### src/rtl/pipe_addsub_if.sv
// pipe_addsub_if -- operand/result handshake bundle for pipe_addsub.
// The slave modport is the adder side; the master modport is the side that
// supplies operands and consumes results.
interface pipe_addsub_if #(
  parameter int WIDTH = 32
);
  logic             i_valid;
  logic             o_ready;
  logic [WIDTH-1:0] i_a;
  logic [WIDTH-1:0] i_b;
  logic             i_sub;
  logic             o_valid;
  logic             i_ready;
  logic [WIDTH-1:0] o_sum;
  logic             o_carry;
  logic             o_ovf;
  logic             o_zero;
  logic             o_neg;

  modport master (
    output i_valid, i_a, i_b, i_sub, i_ready,
    input  o_ready, o_valid, o_sum, o_carry, o_ovf, o_zero, o_neg
  );

  modport slave (
    input  i_valid, i_a, i_b, i_sub, i_ready,
    output o_ready, o_valid, o_sum, o_carry, o_ovf, o_zero, o_neg
  );
endinterface

### src/rtl/pipe_addsub.sv
// pipe_addsub -- pipelined adder/subtractor with valid/ready handshake.
// The operands are cut into STAGES equal segments, LSB first; stage k adds
// segment k with a Kogge-Stone carry-lookahead and hands its carry to stage
// k+1 through a register. The accumulator word rotates right by one segment
// per stage: unprocessed A segments sit at the bottom, finished sum segments
// fill in from the top, so after the last stage the sum is fully aligned.
// Unprocessed B segments travel in a register that shrinks by one segment
// per stage.
// Optional feature macro: PIPE_ADDSUB_FLAGS_EN enables the registered
// o_ovf/o_zero/o_neg flags; without it those outputs are tied low.
module pipe_addsub #(
  parameter int WIDTH  = 32,
  parameter int STAGES = 2
) (
  input logic          i_clk,
  input logic          i_rst_n,
  pipe_addsub_if.slave bus
);

  localparam int SEG = WIDTH / STAGES;

  // Carries c[0..SEG] for one segment: c[0] = cin, c[SEG] = carry out.
  function automatic logic [SEG:0] cla_carries(
    input logic [SEG-1:0] a,
    input logic [SEG-1:0] b,
    input logic           cin
  );
    logic [SEG-1:0] g;
    logic [SEG-1:0] p;
    logic [SEG:0]   c;
    g = a & b;
    p = a ^ b;
    // Parallel prefix: after the loop g[i]/p[i] cover bits [i:0]
    for (int d = 1; d < SEG; d = d * 2) begin
      for (int i = SEG - 1; i >= d; i--) begin
        g[i] = g[i] | (p[i] & g[i-d]);
        p[i] = p[i] & p[i-d];
      end
    end
    c[0] = cin;
    for (int i = 0; i < SEG; i++) begin
      c[i+1] = g[i] | (p[i] & cin);
    end
    return c;
  endfunction

  logic en_s;
  logic last_valid_s;

  // The whole pipe advances together; it only stops when a result is stuck
  assign en_s        = ~last_valid_s | bus.i_ready;
  assign bus.o_ready = en_s;

  for (genvar k = 0; k < STAGES; k++) begin : g_stg
    localparam int BIN = WIDTH - k * SEG;

    logic [WIDTH-1:0] acc_in_s;
    logic [BIN-1:0]   b_in_s;
    logic             cin_s;
    logic             vin_s;
    logic [SEG:0]     c_s;
    logic [SEG-1:0]   seg_sum_s;
    logic [WIDTH-1:0] acc_nxt_s;
    logic             valid_r;
    logic             carry_r;
    logic [WIDTH-1:0] acc_r;

    if (k == 0) begin : g_src
      // Subtraction is A + ~B + 1
      assign acc_in_s = bus.i_a;
      assign b_in_s   = bus.i_b ^ {WIDTH{bus.i_sub}};
      assign cin_s    = bus.i_sub;
      assign vin_s    = bus.i_valid;
    end else begin : g_src
      assign acc_in_s = g_stg[k-1].acc_r;
      assign b_in_s   = g_stg[k-1].g_bfwd.b_r;
      assign cin_s    = g_stg[k-1].carry_r;
      assign vin_s    = g_stg[k-1].valid_r;
    end

    assign c_s       = cla_carries(acc_in_s[SEG-1:0], b_in_s[SEG-1:0], cin_s);
    assign seg_sum_s = acc_in_s[SEG-1:0] ^ b_in_s[SEG-1:0] ^ c_s[SEG-1:0];

    if (SEG == WIDTH) begin : g_rot
      assign acc_nxt_s = seg_sum_s;
    end else begin : g_rot
      assign acc_nxt_s = {seg_sum_s, acc_in_s[WIDTH-1:SEG]};
    end

    if (k < STAGES - 1) begin : g_bfwd
      logic [BIN-SEG-1:0] b_r;

      // Carry the still-unprocessed upper B segments along with this stage
      always_ff @(posedge i_clk or negedge i_rst_n) begin
        if (!i_rst_n) begin
          b_r <= '0;
        end else if (en_s) begin
          b_r <= b_in_s[BIN-1:SEG];
        end else begin
          b_r <= b_r;
        end
      end
    end

    // Stage register: advance with the pipe, hold on stall, valid clears on reset
    always_ff @(posedge i_clk or negedge i_rst_n) begin
      if (!i_rst_n) begin
        valid_r <= 1'b0;
        carry_r <= 1'b0;
        acc_r   <= '0;
      end else if (en_s) begin
        valid_r <= vin_s;
        carry_r <= c_s[SEG];
        acc_r   <= acc_nxt_s;
      end else begin
        valid_r <= valid_r;
        carry_r <= carry_r;
        acc_r   <= acc_r;
      end
    end
  end

  assign last_valid_s = g_stg[STAGES-1].valid_r;
  assign bus.o_valid  = last_valid_s;
  assign bus.o_sum    = g_stg[STAGES-1].acc_r;
  assign bus.o_carry  = g_stg[STAGES-1].carry_r;

`ifdef PIPE_ADDSUB_FLAGS_EN
  logic             fin_cout_s;
  logic             fin_cmsb_s;
  logic [WIDTH-1:0] fin_sum_s;
  logic             ovf_r;
  logic             zero_r;
  logic             neg_r;

  assign fin_cout_s = g_stg[STAGES-1].c_s[SEG];
  assign fin_cmsb_s = g_stg[STAGES-1].c_s[SEG-1];
  assign fin_sum_s  = g_stg[STAGES-1].acc_nxt_s;

  // Result flags, captured alongside the final stage so they stay aligned
  always_ff @(posedge i_clk or negedge i_rst_n) begin
    if (!i_rst_n) begin
      ovf_r  <= 1'b0;
      zero_r <= 1'b0;
      neg_r  <= 1'b0;
    end else if (en_s) begin
      ovf_r  <= fin_cout_s ^ fin_cmsb_s;
      zero_r <= (fin_sum_s == '0);
      neg_r  <= fin_sum_s[WIDTH-1];
    end else begin
      ovf_r  <= ovf_r;
      zero_r <= zero_r;
      neg_r  <= neg_r;
    end
  end

  assign bus.o_ovf  = ovf_r;
  assign bus.o_zero = zero_r;
  assign bus.o_neg  = neg_r;
`else
  assign bus.o_ovf  = 1'b0;
  assign bus.o_zero = 1'b0;
  assign bus.o_neg  = 1'b0;
`endif

endmodule

### src/flat_wrapper.sv
// flat-port wrapper written by rule: the top's interface ports become plain ports
module pipe_addsub_flat 
#(
  parameter int WIDTH  = 32,
  parameter int STAGES = 2
)
  (i_clk, i_rst_n, bus_i_valid, bus_i_a, bus_i_b, bus_i_sub, bus_i_ready, bus_o_ready, bus_o_valid, bus_o_sum, bus_o_carry, bus_o_ovf, bus_o_zero, bus_o_neg);
  pipe_addsub_if #(.WIDTH(WIDTH)) bus_i ();
  input logic i_clk;
  input logic i_rst_n;
  input wire logic [$bits(bus_i.i_valid)-1:0] bus_i_valid;
  input wire logic [$bits(bus_i.i_a)-1:0] bus_i_a;
  input wire logic [$bits(bus_i.i_b)-1:0] bus_i_b;
  input wire logic [$bits(bus_i.i_sub)-1:0] bus_i_sub;
  input wire logic [$bits(bus_i.i_ready)-1:0] bus_i_ready;
  output wire logic [$bits(bus_i.o_ready)-1:0] bus_o_ready;
  output wire logic [$bits(bus_i.o_valid)-1:0] bus_o_valid;
  output wire logic [$bits(bus_i.o_sum)-1:0] bus_o_sum;
  output wire logic [$bits(bus_i.o_carry)-1:0] bus_o_carry;
  output wire logic [$bits(bus_i.o_ovf)-1:0] bus_o_ovf;
  output wire logic [$bits(bus_i.o_zero)-1:0] bus_o_zero;
  output wire logic [$bits(bus_i.o_neg)-1:0] bus_o_neg;
  assign bus_i.i_valid = bus_i_valid;
  assign bus_i.i_a = bus_i_a;
  assign bus_i.i_b = bus_i_b;
  assign bus_i.i_sub = bus_i_sub;
  assign bus_i.i_ready = bus_i_ready;
  assign bus_o_ready = bus_i.o_ready;
  assign bus_o_valid = bus_i.o_valid;
  assign bus_o_sum = bus_i.o_sum;
  assign bus_o_carry = bus_i.o_carry;
  assign bus_o_ovf = bus_i.o_ovf;
  assign bus_o_zero = bus_i.o_zero;
  assign bus_o_neg = bus_i.o_neg;
  pipe_addsub #(.WIDTH(WIDTH), .STAGES(STAGES)) u_core (.i_clk(i_clk), .i_rst_n(i_rst_n), .bus(bus_i));
endmodule
### config.mk
export PLATFORM = sky130hd
export DESIGN_NAME = pipe_addsub_flat
export DESIGN_NICKNAME = d
export VERILOG_FILES = /design/src/rtl/pipe_addsub_if.sv /design/src/rtl/pipe_addsub.sv /design/src/flat_wrapper.sv
export SDC_FILE = /design/constraint.sdc
export NUM_CORES = 1
export LEC_CHECK = 0
export ABC_CLOCK_PERIOD_IN_PS = 2200
export CAP_MARGIN = 0
export CORE_MARGIN = 5
export CORE_UTILIZATION = 48
export CTS_BUF_LIST = sky130_fd_sc_hd__clkbuf_8
export DETAILED_ROUTE_END_ITERATION = 8
export PLACE_DENSITY = 0.84
export SLEW_MARGIN = 20
export SYNTH_ARGS = -nofsm -noshare
export SYNTH_HDL_FRONTEND = slang
export SYNTH_SLANG_ARGS = --single-unit
### constraint.sdc
create_clock -name i_clk -period 2.2 [get_ports i_clk]
set_input_delay 0.44 -clock i_clk [delete_from_list [all_inputs] [get_ports i_clk]]
set_output_delay 0.44 -clock i_clk [all_outputs]
set_load 0.01 [all_outputs]
# ---- After elaboration in Yosys (flattened, before gate mapping)
# Index checks and enable logic that the tools add are counted.
dict set report word_totals {
  regBits 84
  output_inout_bits 38
  elab_cells 374
}
dict set report op_classes {
  bitwise_logic 367
}
# op count
set ops {}
lappend ops {{$and 1x1->1} 228}
lappend ops {{$or 1x1->1} 131}
lappend ops {{$xor 16x16->16} 4}
lappend ops {{$and 16x16->16} 2}
lappend ops {{$xor 32x32->32} 1}
lappend ops {{$not 1->1} 1}

# ---- Depth between registers and ports, before layout
dict set report depth {
  ltp_word 11
  mapped_depth 11
  mapped_depth_nobuf 8
}

# ---- Least setup slack after synthesis
# Ideal clock, no wire load.
dict set report synth_path {
  path_kind {input to register}
  from {in bus_i_sub}
  to {reg u_core.g_stg[0].acc_r[30]}
  setup_time_ps 139
  arrival_ps 2774
  required_time_ps 2061
  slack_ps -714
  path_stages 10
  path_buffers 2
  path_cell_list {buf_4 > buf_1 > xor2_1 > ha_1 > a21o_1 > a41o_1 > a2111oi_2 > nand3_1 > a211oi_1 > a311oi_1}
}
dict set report synth_via {
  elab_chain_cells 11
  word_cells_on_any_way 45
}
# element line
set synth_rtl {}
lappend synth_rtl {{from (decl)} flat_wrapper.sv:14} ;# input wire logic [$bits(bus_i.i_sub)-1:0] bus_i_sub;
lappend synth_rtl {{$xor 32x32->32} pipe_addsub.sv:71} ;# assign b_in_s = bus.i_b ^ {WIDTH{bus.i_sub}};
lappend synth_rtl {{$xor 16x16->16 or $and 16x16->16 (tied branches)} {pipe_addsub.sv:32, pipe_addsub.sv:82, pipe_addsub.sv:31}}
lappend synth_rtl {{$and 1x1->1} pipe_addsub.sv:36} ;# g[i] = g[i] | (p[i] & g[i-d]);
lappend synth_rtl {{$or 1x1->1} pipe_addsub.sv:36}
lappend synth_rtl {{$and 1x1->1} pipe_addsub.sv:36}
lappend synth_rtl {{$or 1x1->1} pipe_addsub.sv:36}
lappend synth_rtl {{$and 1x1->1 or $or 1x1->1 (tied branches)} pipe_addsub.sv:36}
lappend synth_rtl {{$or 1x1->1 or $and 1x1->1 (tied branches)} pipe_addsub.sv:36}
lappend synth_rtl {{$or 1x1->1} pipe_addsub.sv:36}
lappend synth_rtl {{$or 1x1->1} pipe_addsub.sv:42} ;# c[i+1] = g[i] | (p[i] & cin);
lappend synth_rtl {{$xor 16x16->16 *} pipe_addsub.sv:82} ;# assign seg_sum_s = acc_in_s[SEG-1:0] ^ b_in_s[SEG-1:0] ^ c_s[SEG-1:0];
lappend synth_rtl {{to (signal assigned)} pipe_addsub.sv:114} ;# acc_r <= acc_nxt_s;
lappend synth_rtl {{to (signal assigned)} pipe_addsub.sv:118} ;# acc_r <= acc_r;
lappend synth_rtl {{to (decl)} pipe_addsub.sv:66} ;# logic [WIDTH-1:0] acc_r;
# Every way passes the cells marked *; elsewhere a longest branch is shown, timed or not.
# A chain may end at the register's enable or synchronous reset.

# ---- Worst setup path in the final report
dict set report layout_path {
  from {reg u_core.g_stg[0].g_bfwd.b_r[0]}
  to {reg u_core.g_stg[1].acc_r[29] (netlist: u_core.bus.o_sum[29])}
}
dict set report layout_via {
  elab_chain_cells 7
  word_cells_on_any_way 11
}
# element line
set layout_rtl {}
lappend layout_rtl {{from (decl)} pipe_addsub.sv:91} ;# logic [BIN-SEG-1:0] b_r;
lappend layout_rtl {{from (signal assigned)} pipe_addsub.sv:98} ;# b_r <= b_in_s[BIN-1:SEG];
lappend layout_rtl {{from (signal assigned)} pipe_addsub.sv:100} ;# b_r <= b_r;
lappend layout_rtl {{$and 16x16->16} pipe_addsub.sv:31} ;# g = a & b;
lappend layout_rtl {{$and 1x1->1} pipe_addsub.sv:36}
lappend layout_rtl {{$or 1x1->1} pipe_addsub.sv:36}
lappend layout_rtl {{$and 1x1->1} pipe_addsub.sv:36}
lappend layout_rtl {{$or 1x1->1} pipe_addsub.sv:36}
lappend layout_rtl {{$or 1x1->1 *} pipe_addsub.sv:42}
lappend layout_rtl {{$xor 16x16->16 *} pipe_addsub.sv:82}
lappend layout_rtl {{to (signal assigned)} pipe_addsub.sv:114}
lappend layout_rtl {{to (signal assigned)} pipe_addsub.sv:118}
lappend layout_rtl {{to (decl)} pipe_addsub.sv:66}
# Marked as above.

==> results.ini <==
[critical_path]
cp_max_fo = 3
end_kind = register
cp.required_ns = 2.46
worstSetupPathType = reg2reg
arrival_ns = 2.57
cp-start-kind = register

[route]
dr.pass1.iters = 5
wl_per_cell_um = 17.0
via_per_inst = 5.43
first_iter_violations = 320
top_layer_used = met4
wl_met2_mm = 7.61
wl_mm = 14.5
vias = 4629
final_antenna_net_count = 0
routedLengthMet1_mm = 5.59
drc_errors = 0
wl_met3_um = 808

[placed_design]
hpwl_mm = 9.98
numPortBuffers = 103
dp_slack_ns = -0.692
place_congestion = 0.877
placed_area_um2 = 6530

[die]
io_pins = 107
core_area_um2 = 9820
rows = 36
initial_core_util = 0.493
design.die.area_um2 = 12200
die_y_um = 110
die_w_um = 110

[cts]
htreeDepth = 3
cts_tree = yes
cts_sinks = 84
numCtsBuffers = 9
hold_buffers = 0
cts.clk_slew.worst_paths_ns = 0.09
insertion_delay_ns = 0.37
root_buffer = clkbuf_8
cts_buffer_depth = 2

[global_routing]
gr-total-overflow = 0
grt_max_degree = 78
gr-usage-all-layers = 0.232
grt_pass1_vias = 4881
grt_antenna_before_repair = 0
grt_pass1_wl_mm = 23.5

[synthesis]
yosys_warnings = 0
synth-main-ff-cell = dfrtp_1
ys_ff_latch = 84
async_reset_ff_frac = 1.00
yosysUniqueCellTypes = 51
syn_inst = 537
avgSynthCellArea_um2 = 9.01
synth_area_um2 = 4840
synth-edff-count = 0
yosysSeqAreaShare = 0.434

[timing]
skew_ns = 0.0135
period_needed_ns = 2.31
tightest_slew_ns = 0.558
slew_violations = 0
setup_viol = 6
finalHoldViolCount = 0
fin_ws_ns = -0.114
holdWs_ns = 0.0607
rsz0062_at_grt = true
finalCritPeriodShare = 1.05
fmax_mhz = 432
relSlewSlack = 0.628

[power_and_ir_drop]
combPwrFrac = 0.459
power.density_nw_per_um2 = 903
p_total_mw = 6.47
power_frac_seq = 0.350
peakVddDrop_mv = 0.428
p_int_mw = 4.20
switching_share = 0.352
pwr-share-clk = 0.191
switchingPower_mw = 2.28
p_leak_nw = 3.33

[finish]
drive_above_1_share = 0.225
post-route-util = 0.730
nets = 817
syn2layout_area_growth_pct = 48.1
nFillCells = 724
fin_area_um2 = 7170
diodes = 0

[run_status]
failed_checks = setup timing
status = finished with violations

[min_path]
hp-class = in2async

[run]
maxCapViolations = 0

[state kept, by name (all words and copies together) (netlist names)]
name,count
u_core.g_stg.carry_r,1
u_core.bus.o_carry,1
u_core.g_stg.valid_r,1
u_core.bus.o_valid,1
u_core.g_stg.g_bfwd.b_r,16
u_core.bus.o_sum,32
u_core.g_stg.acc_r,32
[cells by family (layout without fill, tap and decap cells)]
group,Yosys count,after routing,share of synthesized area
and+or+nand+nor,202,202,0.172
muxes,1,1,0.00207
other,1,3,0.000775
AOI/OAI and AO/OA,131,131,0.180
xor gates and xnor gates,51,51,0.0923
adders and majority gates,34,34,0.0895
buffers and inverters,33,213,0.0287
DFF,84,84,0.434
[metrics by stage]
step | instances | setup TNS (ns)
floorplan | 539 | -0.956
global placement | 814 | -5.06
detailed placement | 814 | -6.66
CTS | 850 | -0.396
global route | 852 | -0.868
finish | 852 | -0.292
[final cells by class]
class                      instances  area [µm²]  area share
clock buffer                       9         124      0.0173
multi-input combinational        422        2900       0.404
inverter                           6        22.5     0.00314
clock inverter                     7        97.6      0.0136
timing repair buffer             191        1760       0.245
sequential                        84        2100       0.293
tap                              133         166      0.0232
[cells in the final DEF, fill, tap and decap left out, drive strengths merged, types with 3 or more instances in the layout]
master / instances
conb: 3
a21oi: 34
a2111oi: 3
a21o: 11
inv: 8
a211oi: 8
nor2b: 3
xnor2: 21
dlymetal6s2s: 4
o31ai: 6
dfrtp: 84
o21a: 10
o21ai: 39
nor3: 8
nor2: 36
o211ai: 3
xor2: 30
and3: 5
buf: 91
clkdlybuf4s50: 87
nand2: 135
dlygate4sd2: 8
nand3: 3
clkbuf: 10
ha: 33
nor4: 4
[power by group through the flow]
stage	registers, mW	logic [mW]	clock network [mW]
floorplan	2.33	1.26	0
global placement	2.26	2.52	0
detailed placement	2.28	2.64	0
CTS	2.25	2.81	1.26
global route	2.32	3.21	1.34
finish	2.27	2.97	1.24
[Yosys cell counts, types with 2 or more instances]
cell type | instances | area share
and3_1 | 5 | 0.0065
a21oi_1 | 33 | 0.034
a31oi_1 | 2 | 0.0026
o21bai_1 | 2 | 0.0031
or3_1 | 2 | 0.0026
nor3_1 | 8 | 0.0083
o211a_1 | 2 | 0.0041
o31ai_1 | 6 | 0.0093
o21ai_0 | 38 | 0.039
xor2_1 | 30 | 0.054
a21o_2 | 2 | 0.0036
o211ai_1 | 3 | 0.0047
buf_1 | 4 | 0.0031
a311oi_1 | 2 | 0.0036
nor4_1 | 4 | 0.0052
nand2b_1 | 2 | 0.0026
ha_1 | 33 | 0.085
nand3_1 | 3 | 0.0031
xnor2_1 | 21 | 0.038
nand2_1 | 135 | 0.10
a211oi_1 | 8 | 0.012
a211o_1 | 2 | 0.0036
inv_1 | 6 | 0.0047
dfrtp_1 | 84 | 0.43
nor2b_1 | 3 | 0.0039
buf_4 | 4 | 0.0062
clkbuf_1 | 19 | 0.015
o21a_1 | 9 | 0.014
a21o_1 | 9 | 0.014
nor2_1 | 35 | 0.027
[per-layer routing]
metal	GRT usage	up-vias
li1	-	2189
met1	0.271	2210
met2	0.412	186
met3	0.0531	44
met4	0.0870	0
met5	0	-
[path summary, 6_finish.rpt]
kind                                                            from                                   end  slack (ns)  cells past startpoint
max                        u_core.g_stg[0].g_bfwd.b_r[0]$_DFFE_PN0P_      u_core.bus.o_sum[29]$_DFFE_PN0P_       -0.11                      7
max in group asynchronous                                    i_rst_n        u_core.bus.o_valid$_DFFE_PN0P_        1.51                      2
min reg2reg                      u_core.g_stg[0].valid_r$_DFFE_PN0P_        u_core.bus.o_valid$_DFFE_PN0P_        0.46                      1
min                                                          i_rst_n  u_core.g_stg[0].acc_r[6]$_DFFE_PN0P_        0.06                      1
max reg2reg                u_core.g_stg[0].g_bfwd.b_r[0]$_DFFE_PN0P_      u_core.bus.o_sum[29]$_DFFE_PN0P_       -0.11                      7
min in group i_clk               u_core.g_stg[0].valid_r$_DFFE_PN0P_        u_core.bus.o_valid$_DFFE_PN0P_        0.46                      1
[worst max-delay path, cell delays in order (launching register included)]
cell and delay, ns:
dfrtp_1 0.39, ha_1 0.31, a211o_1 0.32, a2111oi_4 0.34, nor2_2 0.10, o21a_4 0.21
a2111o_1 0.39, o221a_2 0.13
[timing repair]
item | 4_1_cts | 5_1_grt
setup endpoints to repair | 20 | 20
resized for setup | 36 | 40
pin swaps | 30 | 42
cloned | 0 | 0
setup buffers | 20 | 6
No activity file was read; power rests on OpenSTA's default activity.
